===== src/rtl/axi_w_responder.sv =====
// AXI4 write-channel slave model: one AW burst at a time, W beats into a strobed word memory, B response.
// Optional macro AXI_W_BACKPRESSURE_EN throttles w_ready to every other DATA cycle.
module axi_w_responder #(
  parameter int MEM_DEPTH = 16,
  parameter int IDX_W     = $clog2(MEM_DEPTH)
) (
  input  logic             clk,
  input  logic             reset,
  input  logic [31:0]      aw_addr,
  input  logic [7:0]       aw_len,
  input  logic             aw_valid,
  output logic             aw_ready,
  input  logic [31:0]      w_data,
  input  logic [3:0]       w_strb,
  input  logic             w_last,
  input  logic             w_valid,
  output logic             w_ready,
  output logic [1:0]       b_resp,
  output logic             b_valid,
  input  logic             b_ready,
  input  logic [IDX_W-1:0] dbg_idx,
  output logic [31:0]      dbg_data
);

  typedef enum logic [1:0] {IDLE, DATA, RESP} state_e;

  localparam logic [31:0] MEM_BYTES = 32'(MEM_DEPTH) << 2;

  state_e           state_q, state_d;
  logic [IDX_W-1:0] start_q, start_d;
  logic [7:0]       len_q, len_d;
  logic [7:0]       cnt_q, cnt_d;
  logic             decerr_q, decerr_d;
  logic             slverr_q, slverr_d;
  logic [1:0]       b_resp_q, b_resp_d;
  logic [31:0]      mem_q [MEM_DEPTH];

  logic             aw_fire, w_fire, last_beat, beat_err, wr_en;
  logic [IDX_W-1:0] wr_idx;
  logic             unused_addr_lsb;

  assign unused_addr_lsb = ^aw_addr[1:0];

  assign aw_ready = (state_q == IDLE);
  assign b_valid  = (state_q == RESP);
  assign b_resp   = b_resp_q;
  assign dbg_data = mem_q[dbg_idx];

`ifdef AXI_W_BACKPRESSURE_EN
  // Zero on the first DATA cycle because it is held clear outside DATA.
  logic tog_q;
  always_ff @(posedge clk or negedge reset) begin
    if (!reset)                tog_q <= 1'b0;
    else if (state_q != DATA)  tog_q <= 1'b0;
    else                       tog_q <= ~tog_q;
  end
  assign w_ready = (state_q == DATA) & tog_q;
`else
  assign w_ready = (state_q == DATA);
`endif

  assign aw_fire   = aw_valid & aw_ready;
  assign w_fire    = w_valid & w_ready;
  assign last_beat = (cnt_q == len_q);
  assign beat_err  = (w_last != last_beat);
  assign wr_en     = w_fire & ~decerr_q;
  // Word index wraps naturally at IDX_W bits.
  assign wr_idx    = start_q + IDX_W'(cnt_q);

  always_comb begin
    state_d  = state_q;
    start_d  = start_q;
    len_d    = len_q;
    cnt_d    = cnt_q;
    decerr_d = decerr_q;
    slverr_d = slverr_q;
    b_resp_d = b_resp_q;
    case (state_q)
      IDLE: begin
        if (aw_fire) begin
          start_d  = aw_addr[IDX_W+1:2];
          len_d    = aw_len;
          cnt_d    = 8'd0;
          decerr_d = (aw_addr >= MEM_BYTES);
          slverr_d = 1'b0;
          state_d  = DATA;
        end
      end
      DATA: begin
        if (w_fire) begin
          cnt_d = cnt_q + 8'd1;
          if (beat_err) slverr_d = 1'b1;
          if (last_beat || w_last) begin
            state_d  = RESP;
            b_resp_d = decerr_q              ? 2'b11 :
                       (slverr_q || beat_err) ? 2'b10 : 2'b00;
          end
        end
      end
      RESP: begin
        if (b_ready) state_d = IDLE;
      end
      default: state_d = IDLE;
    endcase
  end

  always_ff @(posedge clk or negedge reset) begin
    if (!reset) begin
      state_q  <= IDLE;
      start_q  <= '0;
      len_q    <= '0;
      cnt_q    <= '0;
      decerr_q <= 1'b0;
      slverr_q <= 1'b0;
      b_resp_q <= 2'b00;
    end else begin
      state_q  <= state_d;
      start_q  <= start_d;
      len_q    <= len_d;
      cnt_q    <= cnt_d;
      decerr_q <= decerr_d;
      slverr_q <= slverr_d;
      b_resp_q <= b_resp_d;
    end
  end

  always_ff @(posedge clk or negedge reset) begin
    if (!reset) begin
      for (int w = 0; w < MEM_DEPTH; w++) mem_q[w] <= '0;
    end else if (wr_en) begin
      for (int b = 0; b < 4; b++)
        if (w_strb[b]) mem_q[wr_idx][8*b +: 8] <= w_data[8*b +: 8];
    end
  end

endmodule


===== config.mk =====
export PLATFORM = sky130hd
export DESIGN_NAME = axi_w_responder
export DESIGN_NICKNAME = d
export VERILOG_FILES = /design/src/rtl/axi_w_responder.sv
export SDC_FILE = /design/constraint.sdc
export NUM_CORES = 1
export LEC_CHECK = 0
export CAP_MARGIN = 0
export CELL_PAD_IN_SITES_DETAIL_PLACEMENT = 0
export CELL_PAD_IN_SITES_GLOBAL_PLACEMENT = 1
export CORE_MARGIN = 2
export CORE_UTILIZATION = 53
export CTS_BUF_LIST = sky130_fd_sc_hd__clkbuf_8
export DETAILED_ROUTE_END_ITERATION = 16
export PLACE_DENSITY = 0.86
export SLEW_MARGIN = 5
export SYNTH_ARGS = -nofsm -noshare
export SYNTH_HDL_FRONTEND = slang
export SYNTH_SLANG_ARGS = --single-unit
export TNS_END_PERCENT = 30

===== constraint.sdc =====
create_clock -name clk -period 3.8 [get_ports clk]
set_input_delay 0.76 -clock clk [delete_from_list [all_inputs] [get_ports clk]]
set_output_delay 0.76 -clock clk [all_outputs]
set_load 0.01 [all_outputs]

==> results by group <==
Cells and area
  – Most frequent cells in the layout: 538 x dfrtp_1, 502 x mux2_2, 128 x mux4_2
  – Leading cell type in the layout, fill and taps excluded: dfrtp_1
  – Synthesis-to-finish area growth: 15.53%
  – Antenna diodes: 0
  – Final nets: 1,860
  – Layout Cells excl Fill: 2,441
  – Layout cells sized above 1: 48.64%

STA
  – Final hold violation count: 0
  – Fin. max-slew vios: 0
  – Max-slew headroom: 29.83%
  – Minimum clock period: 3.558 ns
  – Unrepaired setup endpoints after global routing: false
  – PnR worst setup slack: 0.2416 ns
  – Worst-margin pin slew: 1.050 ns
  – TNS Setup: 0 ns
  – Crit share post-route: 93.64%
  – Clock Skew: 0.02442 ns
  – Peak Freq: 281.0 MHz
  – Final setup fails: 0

Drt
  – Vias: 14,600
  – Vias per Instance: 5.981
  – Final wirelength: 55,430 um
  – Drt initial violations: 1,069
  – Remaining antenna violation count: 0
  – Drt drc: 2
  – Pre-antenna DRT Iters: 11
  – Wire per inst: 22.71 um

Clock tree
  – Post_cts resized: 0
  – Clk_lat worst skew: 0.64 ns
  – Count of hold buffers inserted by post-cts repair: 0
  – Clk root buf: clkbuf_8
  – Max Root-Sink Buffers: 3
  – Clock Sinks: 538
  – Setup Buffers After CTS: 0
  – H-tree levels: 3
  – CTS tree: done
  – CTS clk-pin slew, worst paths: 0.06 ns
  – CTS Buf Count: 89

Synth
  – Post-synthesis instance total: 1,611
  – Register area share after synthesis: 53.55%
  – Yosys reg bits: 538
  – Synth unique cells: 45
  – FFs w/ async S/R, synth: 100.0%
  – Syn Area/Cell: 15.61 sq um
  – Synth Flop Type: dfrtp_1
  – YS warnings: 0
  – Mapped Area: 25,140 sq um
  – Post-synth EDFFs: 0
  – Syn nets: 1,703

Critical path
  – Worst setup EP type: output port
  – Worst Path Required: 3.04 ns
  – Critical path launch point: dbg_idx[0]
  – RR Endpoint: mem_q[404]$_DFFE_PN0P_
  – Reg2reg setup slack: 0.30 ns
  – WP data arrival: 2.80 ns
  – Crit-path max FO: 19
  – Setup crit end: dbg_data[9]
  – CP Launch Type: primary input
  – Reg2Reg Depth: 6
  – Reg2reg start: cnt_q[0]$_DFFE_PN0P_
  – Crit Path Class: in2out

Run status
  – Failing checks: design-rule violations
  – Status: complete, but fails checks

Floorplan
  – IO Count: 123
  – Initial core utilization: 53.89%
  – Die H: 221.8 um
  – Chip width: 221.8 um
  – Core footprint: 46,650 sq um
  – Row count: 79
  – Die area: 49,200 sq um

Power and ir drop
  – Switching Share: 29.28%
  – Power share of the combinational group: 27.3%
  – Max IR drop VDD: 0.0004190 V
  – Internal power: 13.07 mW
  – P_sw: 5.412 mW
  – PD cells: 636.4 nW/um^2
  – Leakage: 13.67 nW
  – Clk pwr share: 26.8%
  – Flop pwr share: 45.9%
  – Total Power: 18.48 mW

Global routing
  – Vias in the first global route: 15,700
  – Grt ovf: 0
  – Largest net degree at the start of global routing: 83
  – Global-route wire length before repair: 88,920 um
  – Tot GR Track Use: 23.22%
  – Initial antenna violation count: 2

Place
  – Buffers on Ports: 120
  – Place WS: 0.2339 ns
  – GPL Wtd Cong: 0.7841
  – Post-Place Cells: 2,284
  – Post-DP HPWL: 35,160 um

Hold path
  – Worst min path class: in2async

Flow run
  – Max-Cap Viols: 0
## state kept, by name, summed over array words and instances, names as in the netlist
signal,flops
b_resp,2
cnt_q,8
decerr_q,1
len_q,8
mem_q,512
slverr_q,1
start_q,4
state_q,2
## final cells by class
type                    count  area (sq um)
well taps                 607         759.5
inverters                   3         11.26
repair buffers            196          1982
multi-input cells         940         11070
flip-flops and latches    538         13460
clock inverters            44         210.2
fillers                  3443         17610
clock buffers             113          1555
## cells in the mapped netlist, types with 4 or more instances
master,number,area (sq um)
a22oi_1,64,480.5
buf_4,7,52.55
buf_2,27,135.1
ha_1,5,62.56
xor2_1,11,96.34
a21oi_1,6,30.03
dlygate4sd3_1,5,50.05
nor2b_1,5,31.28
nor4_4,29,616.8
nand3_1,5,25.02
nand2_1,82,307.8
dfrtp_1,538,13460
mux2_2,502,5653
or4_1,31,232.7
nand4_1,4,25.02
nor4_1,8,50.05
buf_6,7,78.83
buf_1,11,41.29
mux2_4,11,165.2
o21ai_0,4,20.02
xnor2_1,5,43.79
nor2_1,13,48.80
clkbuf_1,70,262.8
mux4_2,128,2883
## worst min-delay path by stage
stage / endpoint / cells after the start / startpoint / slack (ns)
3_3_place_gp: start_q[2]$_DFFE_PN0P_ / 2 / start_q[2]$_DFFE_PN0P_ / 0.48
6_report: mem_q[124]$_DFFE_PN0P_ / 1 / reset / 0.12
3_5_place_dp: start_q[2]$_DFFE_PN0P_ / 2 / start_q[2]$_DFFE_PN0P_ / 0.48
5_1_grt: mem_q[124]$_DFFE_PN0P_ / 1 / reset / 0.16
4_1_cts: mem_q[124]$_DFFE_PN0P_ / 1 / reset / 0.13
2_1_floorplan: start_q[0]$_DFFE_PN0P_ / 2 / start_q[0]$_DFFE_PN0P_ / 0.45
## power by group through the flow
stage                     combinational, mW  clock [mW]  sequential (mW)
after floorplan                        3.92           0             8.23
after global placement                 4.89           0             8.42
after detailed placement               5.07           0             8.57
after CTS                              5.08        5.09             8.48
after global routing                   5.45        5.35             8.70
final                                  5.04        4.96             8.48
## per-stage QoR
step | hold slack (ns) | util, % | cell area [sq um]
after floorplan | 0.4523 | - | 25140
after global placement | 0.4754 | 58.47 | 27280
after detailed placement | 0.4771 | 58.47 | 27280
after CTS | 0.1290 | 62.26 | 29050
after global routing | 0.1615 | 62.26 | 29050
final | 0.1189 | 62.26 | 29050
## metal layers
metal | up-vias | track usage, % | wire length, um
met3 | 96 | 4.943 | 2959
met2 | 338 | 36.45 | 26240
met4 | 4 | 8.544 | 1581
met1 | 7755 | 32.25 | 24630
li1 | 6406 | - | -
met5 | - | 0 | 25
## logic make-up (layout without fill, tap and decap cells)
logic type                 after synthesis  after routing  share of synthesized area [%]
muxes                                  641            641                          34.61
DFF                                    538            538                          53.55
and+or+nand+nor                        196            196                          5.942
buffers and inverters                  133            356                          2.652
AOI/OAI and AO/OA                       81             81                          2.369
xor gates and xnor gates                16             16                         0.5573
adders and majority gates                6              6                         0.3284
## critical path: stages
cell,delay (ns)
clkbuf_8,0.29
buf_12,0.23
mux4_2,0.52
a22oi_1,0.32
nand2_1,0.16
clkdlybuf4s50_1,0.50
Power figures use the tool's default switching activity.
